[config.mk]
export PLATFORM = sky130hd
export DESIGN_NAME = cr16_ctrl_fsm_flat
export DESIGN_NICKNAME = d
export VERILOG_FILES = /design/src/rtl/cr16_ctrl_fsm_if.sv /design/src/rtl/cr16_ctrl_fsm.sv /design/src/flat_wrapper.sv
export SDC_FILE = /design/constraint.sdc
export NUM_CORES = 1
export LEC_CHECK = 0
export ABC_AREA = 0
export CAP_MARGIN = 20
export CORE_MARGIN = 5
export CORE_UTILIZATION = 41
export CTS_CLUSTER_DIAMETER = 30
export DETAILED_ROUTE_END_ITERATION = 10
export MAX_ROUTING_LAYER = met4
export PLACE_DENSITY_LB_ADDON = 0.3
export SETUP_SLACK_MARGIN = 0.02
export SKIP_LAST_GASP = 1
export SYNTH_ARGS = -nofsm -noshare
export SYNTH_HDL_FRONTEND = slang
export SYNTH_SLANG_ARGS = --single-unit
[constraint.sdc]
create_clock -name clk -period 1.99 [get_ports clk]
set_input_delay 0.398 -clock clk [delete_from_list [all_inputs] [get_ports clk]]
set_output_delay 0.398 -clock clk [all_outputs]
set_load 0.01 [all_outputs]
[src/rtl/cr16_ctrl_fsm_if.sv]
// Handshake and datapath-control bundle between the CR16 control FSM (slave)
// and its requesters and datapath (master).
interface cr16_ctrl_fsm_if #(
  parameter int NREGS = 16
);
  logic              instr_valid;
  logic [15:0]       instr;
  logic              instr_ready;
  logic              ext_wr_valid;
  logic [3:0]        ext_wr_addr;
  logic              ext_wr_ready;
  logic [3:0]        raddr_a;
  logic [3:0]        raddr_b;
  logic [3:0]        alu_op;
  logic [15:0]       imm;
  logic              imm_sel;
  logic              wb_sel;
  logic [NREGS-1:0]  reg_en;
  logic [4:0]        alu_flags;
  logic [4:0]        flags;
  logic              done;
  logic              illegal;

  modport master (
    output instr_valid, instr, ext_wr_valid, ext_wr_addr, alu_flags,
    input  instr_ready, ext_wr_ready, raddr_a, raddr_b, alu_op, imm,
           imm_sel, wb_sel, reg_en, flags, done, illegal
  );

  modport slave (
    input  instr_valid, instr, ext_wr_valid, ext_wr_addr, alu_flags,
    output instr_ready, ext_wr_ready, raddr_a, raddr_b, alu_op, imm,
           imm_sel, wb_sel, reg_en, flags, done, illegal
  );
endinterface

[src/rtl/cr16_ctrl_fsm.sv]
// CR16 multi-cycle control unit: FETCH/DECODE/EXEC/WB sequencing, decode and flags.
// Optional build macro CTRL_SIGN_EXT_IMM_EN sign-extends the I-type immediate.
module cr16_ctrl_fsm #(
  parameter int NREGS = 16
) (
  input  logic            clk,
  input  logic            reset,
  cr16_ctrl_fsm_if.slave  bus
);

  localparam int AW = $clog2(NREGS);

  localparam logic [3:0] OP_AND = 4'h1;
  localparam logic [3:0] OP_OR  = 4'h2;
  localparam logic [3:0] OP_XOR = 4'h3;
  localparam logic [3:0] OP_ADD = 4'h5;
  localparam logic [3:0] OP_SUB = 4'h9;
  localparam logic [3:0] OP_CMP = 4'hB;
  localparam logic [3:0] OP_MOV = 4'hD;

  typedef enum logic [1:0] {
    S_FETCH,
    S_DECODE,
    S_EXEC,
    S_WB
  } state_e;

  state_e      state_q, state_d;
  logic [15:0] ir_q, ir_d;
  logic [4:0]  flags_q, flags_d;

  logic        r_type;
  logic [3:0]  op;
  logic [3:0]  rdest;
  logic [3:0]  rsrc;
  logic [15:0] imm_ext;
  logic        legal;
  logic        writes_reg;
  logic        sets_flags;

  function automatic logic [NREGS-1:0] onehot(input logic [AW-1:0] addr);
    logic [NREGS-1:0] v;
    v = '0;
    v[addr] = 1'b1;
    return v;
  endfunction

  // NOTE: state registers use non-blocking assignments so every flop samples
  // the pre-edge value of every other flop, independent of statement order.
  always_ff @(posedge clk or posedge reset) begin
    if (reset) begin
      state_q <= S_FETCH;
      ir_q    <= '0;
      flags_q <= '0;
    end else begin
      state_q <= state_d;
      ir_q    <= ir_d;
      flags_q <= flags_d;
    end
  end

  // Instruction decode is purely a function of IR, so the datapath fields
  // stay stable for the whole DECODE..WB window.
  always_comb begin
    r_type     = (ir_q[15:12] == 4'h0);
    rdest      = ir_q[11:8];
    op         = r_type ? ir_q[7:4] : ir_q[15:12];
    rsrc       = r_type ? ir_q[3:0] : 4'h0;
    legal      = 1'b0;
    writes_reg = 1'b0;
    sets_flags = 1'b0;
    if (r_type) begin
      imm_ext = 16'h0000;
    end else begin
`ifdef CTRL_SIGN_EXT_IMM_EN
      imm_ext = {{8{ir_q[7]}}, ir_q[7:0]};
`else
      imm_ext = {8'h00, ir_q[7:0]};
`endif
    end
    case (op)
      OP_AND, OP_OR, OP_XOR, OP_MOV: begin
        legal      = 1'b1;
        writes_reg = 1'b1;
      end
      OP_ADD, OP_SUB: begin
        legal      = 1'b1;
        writes_reg = 1'b1;
        sets_flags = 1'b1;
      end
      OP_CMP: begin
        legal      = 1'b1;
        sets_flags = 1'b1;
      end
      default: ;
    endcase
  end

  // NOTE: every signal written here gets a default first, so no path through
  // the case statement can leave one unassigned and infer a latch.
  always_comb begin
    state_d          = state_q;
    ir_d             = ir_q;
    flags_d          = flags_q;
    bus.instr_ready  = 1'b0;
    bus.ext_wr_ready = 1'b0;
    bus.imm_sel      = 1'b0;
    bus.wb_sel       = 1'b0;
    bus.reg_en       = '0;
    bus.done         = 1'b0;
    bus.illegal      = 1'b0;

    case (state_q)
      S_FETCH: begin
        // External loads win over instructions and complete in this cycle.
        if (bus.ext_wr_valid) begin
          bus.ext_wr_ready = 1'b1;
          bus.reg_en       = onehot(bus.ext_wr_addr[AW-1:0]);
        end else begin
          bus.instr_ready = 1'b1;
          if (bus.instr_valid) begin
            ir_d    = bus.instr;
            state_d = S_DECODE;
          end
        end
      end
      S_DECODE: begin
        bus.imm_sel = ~r_type;
        state_d     = S_EXEC;
      end
      S_EXEC: begin
        bus.imm_sel = ~r_type;
        if (sets_flags) begin
          flags_d = bus.alu_flags;
        end
        state_d = S_WB;
      end
      S_WB: begin
        bus.imm_sel = ~r_type;
        bus.wb_sel  = 1'b1;
        bus.done    = 1'b1;
        bus.illegal = ~legal;
        if (writes_reg) begin
          bus.reg_en = onehot(rdest[AW-1:0]);
        end
        state_d = S_FETCH;
      end
      default: state_d = S_FETCH;
    endcase
  end

  assign bus.raddr_a = rdest;
  assign bus.raddr_b = rsrc;
  assign bus.alu_op  = op;
  assign bus.imm     = imm_ext;
  assign bus.flags   = flags_q;

endmodule
[src/flat_wrapper.sv]
// flat-port wrapper written by rule: the top's interface ports become plain ports
module cr16_ctrl_fsm_flat 
#(
  parameter int NREGS = 16
)
  (clk, reset, bus_instr_valid, bus_instr, bus_ext_wr_valid, bus_ext_wr_addr, bus_alu_flags, bus_instr_ready, bus_ext_wr_ready, bus_raddr_a, bus_raddr_b, bus_alu_op, bus_imm, bus_imm_sel, bus_wb_sel, bus_reg_en, bus_flags, bus_done, bus_illegal);
  cr16_ctrl_fsm_if #(.NREGS(NREGS)) bus_i ();
  input  logic clk;
  input  logic reset;
  input wire logic [$bits(bus_i.instr_valid)-1:0] bus_instr_valid;
  input wire logic [$bits(bus_i.instr)-1:0] bus_instr;
  input wire logic [$bits(bus_i.ext_wr_valid)-1:0] bus_ext_wr_valid;
  input wire logic [$bits(bus_i.ext_wr_addr)-1:0] bus_ext_wr_addr;
  input wire logic [$bits(bus_i.alu_flags)-1:0] bus_alu_flags;
  output wire logic [$bits(bus_i.instr_ready)-1:0] bus_instr_ready;
  output wire logic [$bits(bus_i.ext_wr_ready)-1:0] bus_ext_wr_ready;
  output wire logic [$bits(bus_i.raddr_a)-1:0] bus_raddr_a;
  output wire logic [$bits(bus_i.raddr_b)-1:0] bus_raddr_b;
  output wire logic [$bits(bus_i.alu_op)-1:0] bus_alu_op;
  output wire logic [$bits(bus_i.imm)-1:0] bus_imm;
  output wire logic [$bits(bus_i.imm_sel)-1:0] bus_imm_sel;
  output wire logic [$bits(bus_i.wb_sel)-1:0] bus_wb_sel;
  output wire logic [$bits(bus_i.reg_en)-1:0] bus_reg_en;
  output wire logic [$bits(bus_i.flags)-1:0] bus_flags;
  output wire logic [$bits(bus_i.done)-1:0] bus_done;
  output wire logic [$bits(bus_i.illegal)-1:0] bus_illegal;
  assign bus_i.instr_valid = bus_instr_valid;
  assign bus_i.instr = bus_instr;
  assign bus_i.ext_wr_valid = bus_ext_wr_valid;
  assign bus_i.ext_wr_addr = bus_ext_wr_addr;
  assign bus_i.alu_flags = bus_alu_flags;
  assign bus_instr_ready = bus_i.instr_ready;
  assign bus_ext_wr_ready = bus_i.ext_wr_ready;
  assign bus_raddr_a = bus_i.raddr_a;
  assign bus_raddr_b = bus_i.raddr_b;
  assign bus_alu_op = bus_i.alu_op;
  assign bus_imm = bus_i.imm;
  assign bus_imm_sel = bus_i.imm_sel;
  assign bus_wb_sel = bus_i.wb_sel;
  assign bus_reg_en = bus_i.reg_en;
  assign bus_flags = bus_i.flags;
  assign bus_done = bus_i.done;
  assign bus_illegal = bus_i.illegal;
  cr16_ctrl_fsm #(.NREGS(NREGS)) u_core (.clk(clk), .reset(reset), .bus(bus_i));
endmodule
* After elaboration in Yosys (flattened, before gate mapping)
Index checks and enable logic that the tools add are counted.
Storage, ports and cells: register bits 23, input port bits 29, word-level logic and storage cells 56
Operators by class: $lt $le $gt $ge 4, eq/ne operators 12, mux-type cells 23, bitwise operators 3, reduce and logical (&&, ||, !) cells 11
Operators by type and width (number):
- 16-bit 2-to-1 mux | 2
- 16-bit case mux with 2 select lines | 1
- 4-bit == test (second input constant) | 3
- 1-bit 2-to-1 mux | 12
- 4-bit by 5-bit less-than comparator with 1-bit output (second input constant) | 2
- 1-bit demux with 4-bit select | 2
- 4-bit by 2-bit == test with 1-bit output (second input constant) | 2
- 4-bit by 1-bit greater-or-equal comparator with 1-bit output (second input constant) | 2
- 4-bit 2-to-1 mux | 2
- 8-bit 2-to-1 mux | 1
- 2-bit case mux with 4 select lines | 1
- 7-bit OR reduction | 1
- 3-bit OR reduction | 2
- 6-bit OR reduction | 1
- 2-bit == test (second input constant) | 2
- 4-bit by 1-bit == test with 1-bit output (second input constant) | 1
- 4-bit by 3-bit == test with 1-bit output (second input constant) | 1
- 4-bit zero test | 1
- 2-bit 2-to-1 mux | 2
- 2-bit inequality test (second input constant) | 2
- 2-bit AND reduction | 2
- 1-bit NOT | 3
- 3-bit AND reduction | 1
- 2-bit by 1-bit == test with 1-bit output (second input constant) | 1
- other kinds (2) | 3

* Depth between registers and ports, before layout
Gate-level depths: netlist of the first run.
word-level depth 7, depth in mapped cells 6, depth with buffers taken out 6

* Worst setup path after synthesis of the first run
OpenSTA, ideal clock, no wires.
kind flip-flop to output port, start reg u_core.state_q[0], end out bus_reg_en[12], data arrival time 1.530 ns, data required time 1.592 ns, slack 0.062 ns, stages on the path, launching flop included 6, cells stage by stage dfrtp_1 > inv_1 > ha_1 > nand4b_1 > or3_1 > o21ai_0
Between the ends: cells in the longest elaborated chain, start to end 2, elaborated cells on any way between the ends 3, classes of those cells 1 x eq/ne; 1 x mux; 1 x reduce/logical
RTL lines:
- from (decl) | RTL line cr16_ctrl_fsm.sv:28 | state_e state_q, state_d;
- from (signal assigned) | RTL line cr16_ctrl_fsm.sv:56 | state_q <= state_d;
- 2-bit == test or 2-bit zero test (tied branches) | RTL line cr16_ctrl_fsm.sv:113 | case (state_q)
- 16-bit case mux with 2 select lines * | RTL line cr16_ctrl_fsm.sv:113
- to (decl) | RTL line flat_wrapper.sv:23 | output wire logic [$bits(bus_i.reg_en)-1:0] bus_reg_en;
Mark *: on every way between the ends. The rest lies on a longest branch, timed or not.

* Final worst setup path of the first run
Same ends and word-level chain as after synthesis.

==> impl_metrics.json, run 1 <==
{
  "ir_drop_mv": 0.9962,
  "viasPerCell": 5.228,
  "maxCapViolCount": 0,
  "period_share_pct": 114.4,
  "gp_congestion": 0.9301,
  "most-common-layout-cells": "52 x buf_4, 35 x clkdlybuf4s50_1, 27 x buf_6",
  "h-tree-depth": 1,
  "final-hold-violation-count": 0,
  "die_x_um": 74.54,
  "drtAntennaViolNets": 0,
  "min_path_type": "in -> async",
  "rsz0062_at_grt": "true",
  "setup_ws_ns": -0.2869,
  "grt-ovfl-total": 0,
  "diodes": 0,
  "tns_ns": -4.146,
  "synth_area_sq_um": 1708,
  "dr.first_iter.drc_count": 118,
  "area_delta_synth_final_pct": 95.38,
  "violations": "setup timing",
  "path_clk_slew_ns": 0.09,
  "rows": 23,
  "cts_tree": "built",
  "synth-seq-area-share_pct": 33.70,
  "io_buffers": 75,
  "r2r_end": "u_core.bus.flags[2]",
  "first_global_vias": 2040,
  "placed_cells": 355,
  "clk_latency_ns": 0.27,
  "ys.flop_type": "dfrtp_1",
  "place_area_sq_um": 2835,
  "synth-seq-cells": 23,
  "yosysWarningCount": 0,
  "initial_utilization_pct": 42.39,
  "seq_area_sq_um": 576.8,
  "final_cell_area_sq_um": 3337,
  "setup_viol": 31,
  "stdcell_count": 381,
  "synth-edff-count": 0,
  "rrSetupSlack_ns": 0.06,
  "io_pins": 84,
  "fin_nets": 364,
  "worst_ep_arrival_time_ns": 1.88,
  "first_pass_iters": 4,
  "hold-worst-slack_ns": 0.4511,
  "syn_avg_cell_area_sq_um": 8.989,
  "routed_wirelength_mm": 7.091,
  "antenna_found_initial": 0,
  "grt_pass1_wl_mm": 9.832,
  "layout_commonest_cell": "buf_4",
  "die-area_sq_um": 5556,
  "critPathKind": "reg -> out",
  "status": "complete, but fails checks",
  "finalMaxSlewViolations": 0,
  "synth_cells": 190,
  "vias": 1992,
  "hpwlAfterDp_mm": 4.189,
  "fillers": 213,
  "crit_required_ns": 1.59,
  "design.core.area_sq_um": 4029,
  "synthArstFlopShare_pct": 100.0,
  "cp_max_fo": 4,
  "routedWlPerCell_um": 18.61,
  "synth.distinct_cells": 42,
  "grt_max_degree": 24,
  "root_buffer": "clkbuf_8",
  "multi_input_area_sq_um": 1311,
  "grt_util_all_layers_pct": 23.80,
  "r2r-start": "u_core.ir_q[13]",
  "finalClockSkew_ns": 0.003509,
  "drc": 0,
  "p_leak_uw": 0.001514,
  "end_kind": "output pin",
  "clock-sinks": 23,
  "drive_gt1_share_pct": 58.31,
  "numCtsBuffers": 3,
  "cp-start-kind": "flip-flop",
  "power.density_nw_per_um2": 1541,
  "clock.fmax_mhz": 439.2,
  "die_h_um": 74.54,
  "reg2regPathDepth": 7,
  "timing.final.crit_period_ns": 2.277,
  "postCtsHoldBufs": 0,
  "cts_max_path_buffers": 2
}
[worst max-delay path: stages, from the launching register on]
cell and delay [ns]:
dfrtp_1 0.41, inv_2 0.11, ha_4 0.22, nand4b_1 0.21, or3_1 0.33, o21ai_1 0.17
buf_2 0.16
[how the worst max path moves through the flow]
stage | start | end | slack (ns) | cells after the start
floorplan | u_core.state_q[0] | bus_reg_en[12] | 0.06 | 5
global placement | bus_ext_wr_valid | bus_reg_en[1] | -0.44 | 6
detailed placement | bus_ext_wr_valid | bus_reg_en[0] | -0.46 | 6
CTS | u_core.state_q[0] | bus_reg_en[12] | -0.15 | 6
global route | u_core.state_q[0] | bus_reg_en[12] | -0.36 | 6
finish | u_core.state_q[0] | bus_reg_en[12] | -0.29 | 6
[cells by family (layout without fill, tap and decap cells)]
kind of cell	after synthesis	after routing	share of synthesized area, %
and+or+nand+nor	75	75	24.54
AOI/OAI and AO/OA	37	37	14.87
buffers and inverters	30	164	9.523
DFF	23	23	33.70
muxes	21	21	14.94
adders and majority gates	3	3	2.198
other	1	8	0.2196
[per-stage QoR]
stage	utilization [%]	power [uW]	setup slack, ns
global route	82.83	5409	-0.3557
global placement	70.37	3729	-0.4373
floorplan	-	2223	0.06181
CTS	77.86	4619	-0.1510
detailed placement	70.37	3815	-0.4635
finish	82.83	5141	-0.2869
[state kept, by name, indices dropped and copies added, names as in the netlist]
name and flops:
u_core.bus.flags 5, u_core.ir_q 16, u_core.state_q 2
[final cells by class]
class,count,share of cell area [%]
clock buffers,3,1.237
repair buffers,149,38.92
multi-input cells,144,39.30
well taps,50,1.875
flip-flops and latches,23,17.29
clock inverters,1,0.1500
inverters,11,1.237
[cell usage after synthesis (all sizes together), types with 3 or more instances]
cell type / count / area, sq um
nor3: 6 / 30.03
ha: 3 / 37.54
o21ai: 12 / 60.05
a21oi: 9 / 45.04
nor2: 11 / 41.29
clkbuf: 5 / 18.77
nor3b: 4 / 30.03
and2: 5 / 31.28
inv: 11 / 41.29
mux2: 21 / 255.2
nor2b: 11 / 68.82
buf: 14 / 102.6
o31ai: 5 / 37.54
dfrtp: 23 / 575.6
nand2: 21 / 78.83
[power breakdown]
| group | switching (uW) | internal, uW | leakage (uW) | total (uW) |
|---|---|---|---|---|
| Sequential | 241 | 709 | 0.000274 | 950 |
| Clock | 162 | 140 | 0.0000255 | 303 |
| Combinational | 1770 | 2110 | 0.00121 | 3890 |
| Total | 2180 | 2960 | 0.00151 | 5140 |
[layer usage]
layer,routed length (um),GRT usage [%],vias to the layer above
met5,0,-,-
met4,256,9.684,0
met3,410,4.865,26
met2,3871,42.54,92
met1,2553,25.44,948
li1,-,-,926
[timing repair]
| item | 4_1_cts | 5_1_grt |
|---|---|---|
| hold endpoints to repair | 0 | 0 |
| cloned | 1 | 0 |
| endpoints found under the setup margin | 43 | 38 |
| pin swaps | 30 | 12 |
| buffers inserted | 18 | 5 |
| resized for setup | 209 | 39 |
(Power assumes the default switching activity.)
==> inputs of run 2 (changes only) <==
--- a/config.mk
+++ b/config.mk
@@ -6,6 +6,7 @@
 export NUM_CORES = 1
 export LEC_CHECK = 0
 export ABC_AREA = 0
+export ABC_CLOCK_PERIOD_IN_PS = 1990
 export CAP_MARGIN = 20
 export CORE_MARGIN = 5
 export CORE_UTILIZATION = 41
==> results of run 2 <==
Same layout as run 1: the final DEF is identical, and so are final timing and power.
==> inputs of run 3 (changes only) <==
--- a/config.mk
+++ b/config.mk
@@ -10,7 +10,7 @@
 export CAP_MARGIN = 20
 export CORE_MARGIN = 5
 export CORE_UTILIZATION = 41
-export CTS_CLUSTER_DIAMETER = 30
+export CTS_CLUSTER_DIAMETER = 40
 export DETAILED_ROUTE_END_ITERATION = 10
 export MAX_ROUTING_LAYER = met4
 export PLACE_DENSITY_LB_ADDON = 0.3
==> results of run 3 <==
Same layout as run 1: the final DEF is identical, and so are final timing and power.
